[src/rtl/sdspi_writer_pkg.sv]
// Shared constants for the SD-SPI sector writer: controller address map,
// writer state encodings and a helper for the controller-idle test.
package sdspi_writer_pkg;

    localparam logic [15:0] SDSPI_BLOCKADDR = 16'h1000;
    localparam logic [15:0] SDSPI_WRADDR    = 16'h0020;
    localparam int unsigned SDSPI_BLOCKSIZE = 512;

    localparam int unsigned APB_AW = 16;
    localparam int unsigned APB_DW = 32;

    localparam logic [3:0] ST_IDLE    = 4'd0;
    localparam logic [3:0] ST_FILL    = 4'd1;
    localparam logic [3:0] ST_BSETUP  = 4'd2;
    localparam logic [3:0] ST_BACCESS = 4'd3;
    localparam logic [3:0] ST_CSETUP  = 4'd4;
    localparam logic [3:0] ST_CACCESS = 4'd5;
    localparam logic [3:0] ST_WBUSY   = 4'd6;
    localparam logic [3:0] ST_WIDLE   = 4'd7;
    localparam logic [3:0] ST_DONE    = 4'd8;
    localparam logic [3:0] ST_ERR     = 4'd9;

    // Controller is free when not busy and both its ctrl and sd state machines are home.
    function automatic logic sd_idle(input logic busy, input logic [31:0] status);
        return !busy && (status[15:0] == 16'h0000);
    endfunction

endpackage

[src/rtl/sdspi_apb_wr.sv]
// Single APB write transfer: the caller pulses start during the setup cycle and
// holds addr/data stable until done; abort drops an access phase without pready.
module sdspi_apb_wr
    import sdspi_writer_pkg::*;
(
    input  logic              clk,
    input  logic              rstn,
    input  logic              start,
    input  logic              abort,
    input  logic [APB_AW-1:0] addr,
    input  logic [APB_DW-1:0] data,
    output logic              psel,
    output logic              penable,
    output logic              pwrite,
    output logic [APB_AW-1:0] paddr,
    output logic [APB_DW-1:0] pwdata,
    input  logic              pready,
    input  logic              pslverr,
    output logic              done,
    output logic              err
);

    logic access_q;
    logic access_d;

    always_comb begin
        access_d = access_q;
        if (access_q) begin
            if (pready || abort) begin
                access_d = 1'b0;
            end
        end else if (start) begin
            access_d = 1'b1;
        end
    end

    always_ff @(posedge clk or negedge rstn) begin
        if (!rstn) begin
            access_q <= 1'b0;
        end else begin
            access_q <= access_d;
        end
    end

    // Bus outputs are combinational so an async reset drops them at once.
    assign psel    = start || access_q;
    assign penable = access_q;
    assign pwrite  = psel;
    assign paddr   = psel ? addr : '0;
    assign pwdata  = psel ? data : '0;
    assign done    = access_q && pready;
    assign err     = done && pslverr;

endmodule

[src/rtl/sdspi_writer.sv]
// Sector writer: pulls BLKSIZE user bytes into the controller block buffer over APB,
// issues the write-sector command and waits for the card to go busy and idle again.
module sdspi_writer
    import sdspi_writer_pkg::*;
#(
    parameter int unsigned BLKSIZE   = SDSPI_BLOCKSIZE,
    parameter logic [15:0] BLK_BASE  = SDSPI_BLOCKADDR,
    parameter logic [15:0] WCMD_ADDR = SDSPI_WRADDR,
    parameter logic [23:0] TIMEOUT   = 24'hFFFFFF
)
(
    input  logic        clk,
    input  logic        rstn,
    input  logic        wstart,
    input  logic [31:0] wsector,
    output logic        wbusy,
    output logic        wdone,
    output logic        werr,
    output logic        inready,
    input  logic        invalid,
    output logic [8:0]  inaddr,
    input  logic [7:0]  inbyte,
    output logic        psel,
    output logic        penable,
    output logic        pwrite,
    output logic [15:0] paddr,
    output logic [31:0] pwdata,
    input  logic        pready,
    input  logic        pslverr,
    input  logic        sdsbusy,
    input  logic [31:0] sdspi_status,
    output logic [31:0] w_writer_status
);

    localparam logic [9:0] LAST = 10'(BLKSIZE - 1);

    logic [3:0]  state_q, state_d;
    logic [9:0]  cnt_q, cnt_d;
    logic [7:0]  byte_q, byte_d;
    logic [31:0] sector_q, sector_d;
    logic        werr_q, werr_d;
    logic [7:0]  code_q, code_d;
    logic [23:0] tmo_q, tmo_d;

    logic        tmo_hit;
    logic        cmd_phase;
    logic        apb_start, apb_abort, apb_done, apb_err;
    logic [15:0] apb_addr;
    logic [31:0] apb_data;
    logic        unused_status;

    assign unused_status = ^sdspi_status[31:16];
    assign tmo_hit       = (tmo_q == TIMEOUT - 24'd1);
    assign cmd_phase     = (state_q == ST_CSETUP) || (state_q == ST_CACCESS);
    assign apb_addr      = cmd_phase ? WCMD_ADDR : BLK_BASE + {6'h00, cnt_q};
    assign apb_data      = cmd_phase ? sector_q : {24'h000000, byte_q};

    always_comb begin
        state_d   = state_q;
        cnt_d     = cnt_q;
        byte_d    = byte_q;
        sector_d  = sector_q;
        werr_d    = werr_q;
        code_d    = code_q;
        apb_start = 1'b0;
        apb_abort = 1'b0;
        case (state_q)
            ST_IDLE: begin
                if (wstart && sd_idle(sdsbusy, sdspi_status)) begin
                    sector_d = wsector;
                    cnt_d    = '0;
                    werr_d   = 1'b0;
                    code_d   = '0;
                    state_d  = ST_FILL;
                end
            end
            ST_FILL: begin
                if (invalid) begin
                    byte_d  = inbyte;
                    state_d = ST_BSETUP;
                end else if (tmo_hit) begin
                    code_d  = {4'h0, state_q};
                    state_d = ST_ERR;
                end
            end
            ST_BSETUP: begin
                apb_start = 1'b1;
                state_d   = ST_BACCESS;
            end
            ST_BACCESS: begin
                if (apb_done) begin
                    if (apb_err) begin
                        code_d  = {4'h0, state_q};
                        state_d = ST_ERR;
                    end else if (cnt_q == LAST) begin
                        state_d = ST_CSETUP;
                    end else begin
                        cnt_d   = cnt_q + 10'd1;
                        state_d = ST_FILL;
                    end
                end else if (tmo_hit) begin
                    apb_abort = 1'b1;
                    code_d    = {4'h0, state_q};
                    state_d   = ST_ERR;
                end
            end
            ST_CSETUP: begin
                apb_start = 1'b1;
                state_d   = ST_CACCESS;
            end
            ST_CACCESS: begin
                if (apb_done) begin
                    if (apb_err) begin
                        code_d  = {4'h0, state_q};
                        state_d = ST_ERR;
                    end else begin
                        state_d = ST_WBUSY;
                    end
                end else if (tmo_hit) begin
                    apb_abort = 1'b1;
                    code_d    = {4'h0, state_q};
                    state_d   = ST_ERR;
                end
            end
            ST_WBUSY: begin
                if (sdsbusy && (sdspi_status[7:0] != 8'h00)) begin
                    state_d = ST_WIDLE;
                end else if (tmo_hit) begin
                    code_d  = {4'h0, state_q};
                    state_d = ST_ERR;
                end
            end
            ST_WIDLE: begin
                if (sd_idle(sdsbusy, sdspi_status)) begin
                    state_d = ST_DONE;
                end else if (tmo_hit) begin
                    code_d  = {4'h0, state_q};
                    state_d = ST_ERR;
                end
            end
            ST_ERR: begin
                werr_d  = 1'b1;
                state_d = ST_DONE;
            end
            ST_DONE: begin
                state_d = ST_IDLE;
            end
            default: begin
                state_d = ST_IDLE;
            end
        endcase
        // Wait budget restarts on every state change so each wait is bounded on its own.
        tmo_d = ((state_d != state_q) || (state_q == ST_IDLE)) ? '0 : tmo_q + 24'd1;
    end

    always_ff @(posedge clk or negedge rstn) begin
        if (!rstn) begin
            state_q  <= ST_IDLE;
            cnt_q    <= '0;
            byte_q   <= '0;
            sector_q <= '0;
            werr_q   <= 1'b0;
            code_q   <= '0;
            tmo_q    <= '0;
        end else begin
            state_q  <= state_d;
            cnt_q    <= cnt_d;
            byte_q   <= byte_d;
            sector_q <= sector_d;
            werr_q   <= werr_d;
            code_q   <= code_d;
            tmo_q    <= tmo_d;
        end
    end

    sdspi_apb_wr u_apb (
        .clk     (clk),
        .rstn    (rstn),
        .start   (apb_start),
        .abort   (apb_abort),
        .addr    (apb_addr),
        .data    (apb_data),
        .psel    (psel),
        .penable (penable),
        .pwrite  (pwrite),
        .paddr   (paddr),
        .pwdata  (pwdata),
        .pready  (pready),
        .pslverr (pslverr),
        .done    (apb_done),
        .err     (apb_err)
    );

    assign wbusy           = (state_q != ST_IDLE);
    assign wdone           = (state_q == ST_DONE);
    assign werr            = werr_q;
    assign inready         = (state_q == ST_FILL);
    assign inaddr          = cnt_q[8:0];
    assign w_writer_status = {16'h0000, code_q, 4'h0, state_q};

endmodule
[config.mk]
export PLATFORM = sky130hd
export DESIGN_NAME = sdspi_writer
export DESIGN_NICKNAME = d
export VERILOG_FILES = /design/src/rtl/sdspi_writer_pkg.sv /design/src/rtl/sdspi_apb_wr.sv /design/src/rtl/sdspi_writer.sv
export SDC_FILE = /design/constraint.sdc
export NUM_CORES = 1
export LEC_CHECK = 0
export BUFFER_PORTS_ARGS = -buffer_cell sky130_fd_sc_hd__buf_2
export CAP_MARGIN = 20
export CORE_MARGIN = 5
export CORE_UTILIZATION = 45
export CTS_CLUSTER_DIAMETER = 40
export DETAILED_ROUTE_END_ITERATION = 10
export GPL_TIMING_DRIVEN = 1
export PLACE_DENSITY = 0.72
export SYNTH_ARGS = -nofsm -noshare
export SYNTH_HDL_FRONTEND = slang
export SYNTH_SLANG_ARGS = --single-unit
[constraint.sdc]
create_clock -name clk -period 4.4 [get_ports clk]
set_input_delay 0.66 -clock clk [delete_from_list [all_inputs] [get_ports clk]]
set_output_delay 0.66 -clock clk [all_outputs]
set_load 0.02 [all_outputs]
==> results of run 1 <==
[through the flow]
stage / worst slack, ps / instance area, um2 / hold slack [ps]
6_report: 784.0 / 6568 / 349.7
5_1_grt: 491.0 / 6568 / 405.3
4_1_cts: 773.3 / 6560 / 370.4
3_5_place_dp: 1182 / 6248 / 448.1
3_3_place_gp: 1139 / 6221 / 442.8
2_1_floorplan: 1877 / 5715 / 364.4
[cell type report]
cell class | instances | area (um2) | area share (%)
Clock buffer | 10 | 229.0 | 3.486
Timing Repair Buffer | 145 | 778.2 | 11.85
Sequential cell | 88 | 2202 | 33.53
Multi-Input combinational cell | 503 | 3009 | 45.82
Tap cell | 168 | 210.2 | 3.201
Clock inverter | 5 | 82.58 | 1.257
Inverter | 15 | 56.30 | 0.8573
[cells in the mapped netlist, types with 2 or more instances]
cell type  number  area share (%)
o22a_1          3            0.47
nand4_1        22             2.4
o22ai_1         3            0.33
a22o_1          4            0.62
buf_4          38             5.1
dfrtp_1        88              39
nand2b_1        4            0.44
ha_1            3            0.67
nand3_1        25             2.2
or4_1           2            0.27
o32ai_2         9             2.6
mux2_2          8             1.6
buf_1           4            0.27
a21oi_1        38             3.4
o21a_1          2            0.27
o41a_1          2            0.40
o31ai_1         3            0.40
nor3_1          9            0.80
nor2_1         29             1.9
o32ai_1        16             2.5
clkbuf_1       23             1.5
o211ai_1        4            0.53
nand2_1       146             9.7
buf_2          14             1.2
inv_1          13            0.87
nor4_4          2            0.76
a2bb2oi_1       3            0.47
o21ai_1         3            0.27
xnor2_1        12             1.9
or3_1          13             1.4
xor2_1          8             1.2
and2_1         39             4.3
a21o_1          2            0.27
o21ai_0        17             1.5
nand3b_1        2            0.27
o31a_1          2            0.31
o2111ai_1      13             2.0
and4_1          6            0.93
and3_1          2            0.22
nor4_1          4            0.44
[power breakdown]
group / total (mW) / switching [mW] / internal, mW / leakage, nW
Clock: 0.823 / 0.328 / 0.495 / 0.141
Combinational: 1.46 / 1.03 / 0.432 / 1.76
Sequential: 1.00 / 0.123 / 0.881 / 1.20
[cells in the final DEF, fill, tap and decap left out, types with 3 or more instances in the layout]
master      count
inv_1          13
o32ai_2         9
and2_1         39
o2111ai_1      13
o22ai_1         3
o32ai_1        16
xnor2_1        12
o22a_1          3
xor2_1          7
and4_1          6
nor4_1          4
clkinvlp_4      3
buf_4          12
ha_1            3
dfrtp_1        88
or3_1          13
mux2_2          8
nand3_1        25
buf_2         132
nand4_1        22
nor3_1          9
o31ai_1         3
nand2b_1        4
o21ai_0        17
conb_1         25
nand2_1       146
o21ai_1         3
o211ai_1        4
a22o_1          4
a21oi_1        38
nor2_1         29
clkbuf_16       9
[flip-flops by register name, indices dropped and copies added (netlist names)]
name and flops:
werr 1, u_apb.penable 1, cnt_q 10, state_q 4, byte_q 8, tmo_q 24, sector_q 32, code_q 8
[cell families (layout without fill, tap and decap cells)]
family / Yosys count / in the layout
xor+xnor: 20 / 20
simple gates: 315 / 315
flops: 88 / 88
mux: 10 / 10
fa+ha+maj: 3 / 3
buf+inv: 95 / 175
compound gates: 130 / 130
other cells: 1 / 25
[critical path, delay by kind of cell, from the launching register on]
family | cells | cell delay (ps)
flops | 1 | 840
buf+inv | 1 | 150
xor+xnor | 1 | 230
simple gates | 4 | 1390
[how the worst min path moves through the flow]
stage                                   startpoint                  endpoint  slack (ps)  cells after the start
final                                         rstn     code_q[4]$_DFFE_PN0P_         350                      1
after global routing                          rstn     code_q[4]$_DFFE_PN0P_         410                      1
after CTS                                     rstn       tmo_q[21]$_DFF_PN0_         370                      1
after detailed placement   sector_q[9]$_DFFE_PN0P_   sector_q[9]$_DFFE_PN0P_         450                      2
after global placement    sector_q[12]$_DFFE_PN0P_  sector_q[12]$_DFFE_PN0P_         440                      2
after floorplan                               rstn     byte_q[0]$_DFFE_PN0P_         360                      0
[per-layer routing]
metal / vias up / GRT usage, %
met1: 2496 / 27.60
met5: - / 0
met4: 0 / 7.633
li1: 2476 / -
met3: 19 / 5.060
met2: 217 / 33.63
==> metrics.yaml, run 1 <==
floorplan:
  num_rows: 40
  initial_core_util_pct: 46.45
  ioPinCount: 175
  die_width_um: 121.8
  coreArea_um2: 12110
  die-area_um2: 14840
  die_h_um: 121.8
routing:
  drt-initial-drc-count: 346
  drc: 0
  vias: 5208
  wirelength_um: 15390
  drt-wirelength-per-cell_um: 16.47
  via_per_inst: 5.576
  wl_met2_um: 7268
  dr_wl_met3_um: 1249
  wl_met1_um: 6611
  postRouteAntennaNets: 0
  topRoutingLayerUsed: "met4"
  firstDrtPassIters: 5
timing:
  finalHoldViolCount: 0
  rsz0062_at_grt: "false"
  layout_min_cycle_time_ps: 3616
  skew_ps: 5.674
  tns_ps: 0
  slew_viol_final: 0
  finalCritPeriodShare_pct: 82.18
  worstMarginPinSlew_ps: 821.0
  slew-limit-headroom_pct: 45.07
  setup_viol: 0
  fmax_mhz: 276.6
global_route:
  antenna_found_initial: 0
  grt_max_degree: 53
  grt-ovfl-total: 0
  grt_usage_pct: 20.95
  grt_pass1_vias: 5224
  grt_pass1_wl_um: 25370
cts:
  clk_pin_slew_ps: 70
  clockRootBuffer: "clkbuf_16"
  clk_latency_ps: 340
  cts_tree: "done"
  holdBufCountCts: 0
  ctsResizeCount: 0
  post_cts_buffers: 0
  cts_buffer_depth: 2
  cts_inserted_buffers: 9
  clock-sinks: 88
  cts_max_level: 3
cells_and_area:
  syn2layout_area_growth_pct: 16.75
  n_fill_cell: 1148
  final_cells: 934
  final_core_util_pct: 54.23
  n_antenna_cell: 0
  nNetsFinal: 844
  drive_gt1_share_pct: 24.80
critical_path:
  cp-endpoint: "paddr[9]"
  end_kind: "output pin"
  critPathKind: "reg2out"
  arrival_ps: 2960
  path_cells: "xnor2_1, nor3_1, nor2_1, nor2_1, and2_1, buf_2"
  rr_endpoint: "tmo_q[0]$_DFF_PN0_"
  critPathMostFrequentCell: "nor2_1"
  crit_path_max_incr_delay_ps: 840
  start_kind: "flip-flop"
  r2r-start: "state_q[0]$_DFF_PN0_"
  startpoint: "state_q[1]$_DFF_PN0_"
  crit_path_max_fanout: 22
  reg2reg_depth: 7
  cp.required_ps: 3740
  cpMaxStageDelayCell: "dfrtp_1"
  r2r_slack_ps: 1380
min_path:
  worst_hold_path_type: "in2async"
logic_synthesis:
  synth_compound_area_share_pct: 17.46
  synth_fa_ha_area_share_pct: 0.6673
  netlist_instances: 662
  synth_ff_type: "dfrtp_1"
  yosysSeqAreaShare_pct: 39.15
  synth_edf_count: 0
  ys_types: 62
  async_reset_ff_share_pct: 100.0
  ys_seq_elements: 88
  synth_xor_area_share_pct: 3.114
  synth_mux_area_share_pct: 2.024
  yosys.area_share.simple_pct: 28.20
  synth.yosys.warnings: 0
  synth_top_family_by_area: "simple AND/OR/NAND/NOR gates"
  avgSynthCellArea_um2: 8.498
  synthesis.area_um2: 5625
status:
  outcome: "complete, no violations"
power:
  power_density_nw_per_um2: 500.7
  ir_worst_vdd_v: 0.0003829
  finalPower_mw: 3.288
  p_leak_nw: 3.104
placement:
  io_buffers: 133
  place_inst: 918
  dp_hpwl_um: 10720
  finalWeightedCongestion: 0.9141
job:
  max-cap-violations: 0
Note: power is estimated with default switching activity, not from simulation.
==> inputs of run 2 (changes only) <==
==> constraint.sdc (replaced) <==
create_clock -name clk -period 3.35 [get_ports clk]
set_input_delay 0.5025 -clock clk [delete_from_list [all_inputs] [get_ports clk]]
set_output_delay 0.5025 -clock clk [all_outputs]
set_load 0.02 [all_outputs]
==> run 2 against run 1 <==
Effect of this change:
- sequential share of layout area down 0.35 points
- final area grew 1.1%
- register-to-register slack got worse by 910 ps
- count of clock-buffer cells in the layout is the same
- sequential cell count unchanged
- hold slack worse by 160 ps
- via count grew 2.2%
- sequential power is 28% higher
- die area unchanged
- final cell count grew 1.5%
- critical path type unchanged
- largest cell class unchanged
- highest routed layer unchanged
==> metrics.yaml, run 2 (synthesized netlist as in run 1, its figures left out) <==
critical_path:
  cp.required_ps: 2850
  crit_path_max_incr_delay_ps: 650
  arrival_ps: 2480
  start_kind: "flip-flop"
  critPathKind: "reg2out"
  end_kind: "output pin"
  crit_path_max_fanout: 17
  cpMaxStageDelayCell: "dfrtp_1"
  critPathMostFrequentCell: "nor2_1"
  r2r_slack_ps: 470
  path_cells: "xnor2_1, nor3_1, nor2_1, nor2_1, buf_4, and2_1, buf_2"
cts:
  post_cts_buffers: 0
  cts_tree: "done"
  clock-sinks: 88
  holdBufCountCts: 0
  ctsResizeCount: 0
  cts_inserted_buffers: 9
  clockRootBuffer: "clkbuf_16"
  cts_buffer_depth: 2
  clk_latency_ps: 350
  cts_max_level: 3
  clk_pin_slew_ps: 60
floorplan:
  die_width_um: 121.8
  coreArea_um2: 12110
  ioPinCount: 175
  die-area_um2: 14840
  initial_core_util_pct: 46.45
  num_rows: 40
  die_h_um: 121.8
cells_and_area:
  reg_top3: "sector_q x32, tmo_q x24, cnt_q x10"
  n_fill_cell: 1123
  nNetsFinal: 857
  layout_common_cells: "nand2_1 (146), buf_2 (132), dfrtp_1 (88)"
  n_antenna_cell: 0
  syn2layout_area_growth_pct: 17.99
  largest_reg_flops: 32
  layout_commonest_cell: "nand2_1"
  regMostFlops: "sector_q"
  drive_gt1_share_pct: 26.15
  multi_input_area_um2: 3009
  seq_area_um2: 2202
placement:
  dp_slack_ps: 375.0
  finalWeightedCongestion: 0.9200
  io_buffers: 133
  dp_hpwl_um: 11000
timing:
  rsz0062_at_grt: "false"
  slew-limit-headroom_pct: 55.72
  finalCritPeriodShare_pct: 88.91
  setup_viol: 0
  slew_viol_final: 0
  tns_ps: 0
  worstMarginPinSlew_ps: 664.2
  finalHoldViolCount: 0
  skew_ps: 6.087
  layout_min_cycle_time_ps: 2979
  fin_ws_ps: 371.5
  fmax_mhz: 335.7
  fin_hold_ws_ps: 188.9
power:
  power_density_nw_per_um2: 652.6
  ir_worst_vdd_v: 0.0003991
  p_leak_nw: 3.159
  finalPower_mw: 4.332
routing:
  via_per_inst: 5.613
  drc: 0
  drt-initial-drc-count: 363
  drt-wirelength-per-cell_um: 16.38
  wirelength_um: 15530
  firstDrtPassIters: 5
  postRouteAntennaNets: 0
  vias: 5321
global_route:
  antenna_found_initial: 0
  grt_pass1_wl_um: 25220
  grt_pass1_vias: 5245
  grt-ovfl-total: 0
  grt_max_degree: 52
  grt_usage_pct: 20.84
min_path:
  worst_hold_path_type: "in2async"
job:
  max-cap-violations: 0
status:
  outcome: "complete, no violations"
[run 2: layout make-up]
| class | instances | share of cell area, % |
|---|---|---|
| clock inverter | 6 | 1.018 |
| sequential | 88 | 33.18 |
| timing repair buffer | 158 | 13.01 |
| multi-input combinational | 503 | 45.33 |
| inverter | 15 | 0.8483 |
| clock buffer | 10 | 3.450 |
| tap | 168 | 3.167 |
[run 2: report_power, final]
| part | internal, mW | switching [mW] | leakage (nW) | total (mW) |
|---|---|---|---|---|
| registers | 1.16 | 0.127 | 1.20 | 1.28 |
| clock network | 0.581 | 0.433 | 0.139 | 1.01 |
| logic | 0.635 | 1.40 | 1.82 | 2.03 |
| total | 2.37 | 1.96 | 3.16 | 4.33 |
[run 2: final timing paths]
kind,start,endpoint,depth (start not counted)
setup reg to reg,cnt_q[0]$_DFFE_PN0P_,tmo_q[0]$_DFF_PN0_,8
setup / recovery,state_q[1]$_DFF_PN0_,pwdata[26],7
max in group asynchronous,rstn,werr$_DFFE_PN0P_,2
hold / removal,rstn,tmo_q[21]$_DFF_PN0_,1
min in group clk,wsector[25],sector_q[25]$_DFFE_PN0P_,3
hold reg to reg,sector_q[21]$_DFFE_PN0P_,sector_q[21]$_DFFE_PN0P_,2
[run 2: worst max-delay path, delay by kind of cell (launching register included)]
family                 cells  cell delay [ps]
XOR/XNOR                   1              160
buffers and inverters      2              450
flip-flops                 1              650
AND/OR/NAND/NOR            4              860
[run 2: per-layer routing]
metal	global-route usage, %	wire, um	vias up
met4	5.462	290	0
met2	34.12	7334	241
met5	0	0	-
met1	26.92	6630	2543
met3	6.360	1277	30
li1	-	-	2507
[run 2: metrics by stage]
stage	instances	utilization, %	cell area, um2
floorplan	686	-	5715
global placement	930	52.17	6319
detailed placement	931	52.23	6326
CTS	947	54.68	6623
global route	948	54.80	6638
finish	948	54.80	6638
==> inputs of run 3 (changes only) <==
--- a/config.mk
+++ b/config.mk
@@ -7,12 +7,14 @@
 export LEC_CHECK = 0
 export BUFFER_PORTS_ARGS = -buffer_cell sky130_fd_sc_hd__buf_2
 export CAP_MARGIN = 20
+export CELL_PAD_IN_SITES_DETAIL_PLACEMENT = 1
+export CELL_PAD_IN_SITES_GLOBAL_PLACEMENT = 2
 export CORE_MARGIN = 5
-export CORE_UTILIZATION = 45
+export CORE_UTILIZATION = 30
 export CTS_CLUSTER_DIAMETER = 40
 export DETAILED_ROUTE_END_ITERATION = 10
 export GPL_TIMING_DRIVEN = 1
-export PLACE_DENSITY = 0.72
+export PLACE_DENSITY = 0.86
 export SYNTH_ARGS = -nofsm -noshare
 export SYNTH_HDL_FRONTEND = slang
 export SYNTH_SLANG_ARGS = --single-unit
==> run 3 against run 2 <==
Effect of this change:
- wire length increased by 17%
- register-to-register slack better by 130 ps
- global-route usage fell by 4.2 points
- final cell count is 6.9% higher
- final area grew 0.89%
- power is 1.8% higher
- setup slack got worse by 130 ps
- core utilization decreased by 19 points
- die area grew 46%
- critical path depth is the same
- maximum frequency shrank 4.2%
==> metrics.yaml, run 3 (synthesized netlist as in run 1, its figures left out) <==
routing:
  via_per_inst: 5.177
  drt-wirelength-per-cell_um: 17.86
  wirelength_um: 18100
  postRouteAntennaNets: 0
  drc: 0
  vias: 5244
  firstDrtPassIters: 4
  drt-initial-drc-count: 233
cells_and_area:
  layout_common_cells: "nand2_1 (146), buf_2 (132), dfrtp_1 (88)"
  layout_commonest_cell: "nand2_1"
  multi_input_area_um2: 3009
  fin_area_um2: 6696
  drive_gt1_share_pct: 26.19
  syn2layout_area_growth_pct: 19.04
  reg_top3: "sector_q x32, tmo_q x24, cnt_q x10"
  largest_reg_flops: 32
  n_antenna_cell: 0
  nNetsFinal: 856
  seq_area_um2: 2202
  final_core_util_pct: 36.04
  n_fill_cell: 2267
  regMostFlops: "sector_q"
placement:
  io_buffers: 133
  finalWeightedCongestion: 0.8193
  dp_hpwl_um: 13000
  place_area_um2: 6409
floorplan:
  initial_core_util_pct: 30.28
  coreArea_um2: 18580
  num_rows: 50
  die_width_um: 146.9
  ioPinCount: 175
  die-area_um2: 21590
  die_h_um: 146.9
power:
  ir_worst_vdd_v: 0.0003561
  p_leak_nw: 3.152
  power_density_nw_per_um2: 658.5
critical_path:
  cp.required_ps: 2850
  end_kind: "output pin"
  crit_path_max_fanout: 24
  arrival_ps: 2610
  r2r_slack_ps: 600
  r2r-start: "state_q[1]$_DFF_PN0_"
  critPathKind: "reg2out"
  start_kind: "flip-flop"
  startpoint: "state_q[1]$_DFF_PN0_"
  rr_endpoint: "tmo_q[20]$_DFF_PN0_"
  reg2reg_depth: 9
cts:
  cts_tree: "done"
  cts_max_level: 3
  clock-sinks: 88
  ctsResizeCount: 0
  post_cts_buffers: 0
  clk_pin_slew_ps: 70
  cts_buffer_depth: 2
  holdBufCountCts: 0
  clk_latency_ps: 350
  cts_inserted_buffers: 9
  clockRootBuffer: "clkbuf_16"
global_route:
  grt-ovfl-total: 0
  grt_pass1_wl_um: 29070
  antenna_found_initial: 0
  grt_max_degree: 49
  grt_pass1_vias: 5492
  grt_usage_pct: 16.59
timing:
  slew-limit-headroom_pct: 41.14
  tns_ps: 0
  setup_viol: 0
  fin_hold_ws_ps: 177.8
  rsz0062_at_grt: "false"
  finalCritPeriodShare_pct: 92.83
  fmax_mhz: 321.6
  worstMarginPinSlew_ps: 879.7
  skew_ps: 8.973
  layout_min_cycle_time_ps: 3110
  slew_viol_final: 0
  finalHoldViolCount: 0
status:
  outcome: "complete, no violations"
job:
  max-cap-violations: 0
min_path:
  worst_hold_path_type: "in2async"
-- run 3: cell types whose count changed in the layout (fill, tap and decap cells not counted), sizes merged --
cell      previous run  this run
clkbuf              10         9
inv                 15        18
buf                158       157
bufinv               1         0
clkinvlp             2         1
-- run 3: stage by stage --
| step | setup WS (ps) | power, mW | instances |
|---|---|---|---|
| final | 240.2 | 4.409 | 1013 |
| after global routing | 31.44 | 4.648 | 1013 |
| after CTS | 248.7 | 4.440 | 1013 |
| after detailed placement | 580.1 | 3.422 | 997 |
| after global placement | 665.1 | 3.390 | 997 |
| after floorplan | 984.3 | 2.717 | 686 |
-- run 3: report_power, final --
group	total (mW)	internal [mW]	switching, mW
clock	1.00	0.519	0.485
combinational	2.14	0.641	1.50
sequential	1.27	1.16	0.110
total	4.41	2.32	2.09
-- run 3: worst max path at each step --
stage	slack (ps)	to
5_1_grt	30	pwdata[29]
3_3_place_gp	670	tmo_q[11]$_DFF_PN0_
4_1_cts	250	pwdata[30]
3_5_place_dp	580	tmo_q[1]$_DFF_PN0_
2_1_floorplan	980	wdone
6_report	240	pwdata[30]
-- run 3: routing by layer --
metal	vias to the layer above	part of all wire (%)	global-route usage, %	wire, um
met5	-	0	0	0
met4	0	1.5	4.846	277
met3	15	5.0	3.948	904
met2	135	51	28.39	9181
met1	2595	43	20.88	7733
li1	2499	-	-	-
-- run 3: cell type report --
class | instances | share of cell area (%)
inverter | 15 | 0.8408
tap | 234 | 4.372
clock inverter | 7 | 0.9342
multi-input combinational | 503 | 44.94
clock buffer | 9 | 3.363
sequential | 88 | 32.88
timing repair buffer | 157 | 12.67
-- run 3: worst max-delay path, stage by stage, from the launching register on --
cell     delay (ps)
dfrtp_1         510
xnor2_1         270
nor3_1           90
nor2_1          700
nor2_1           90
buf_4           240
and2_1          190
buf_2           160
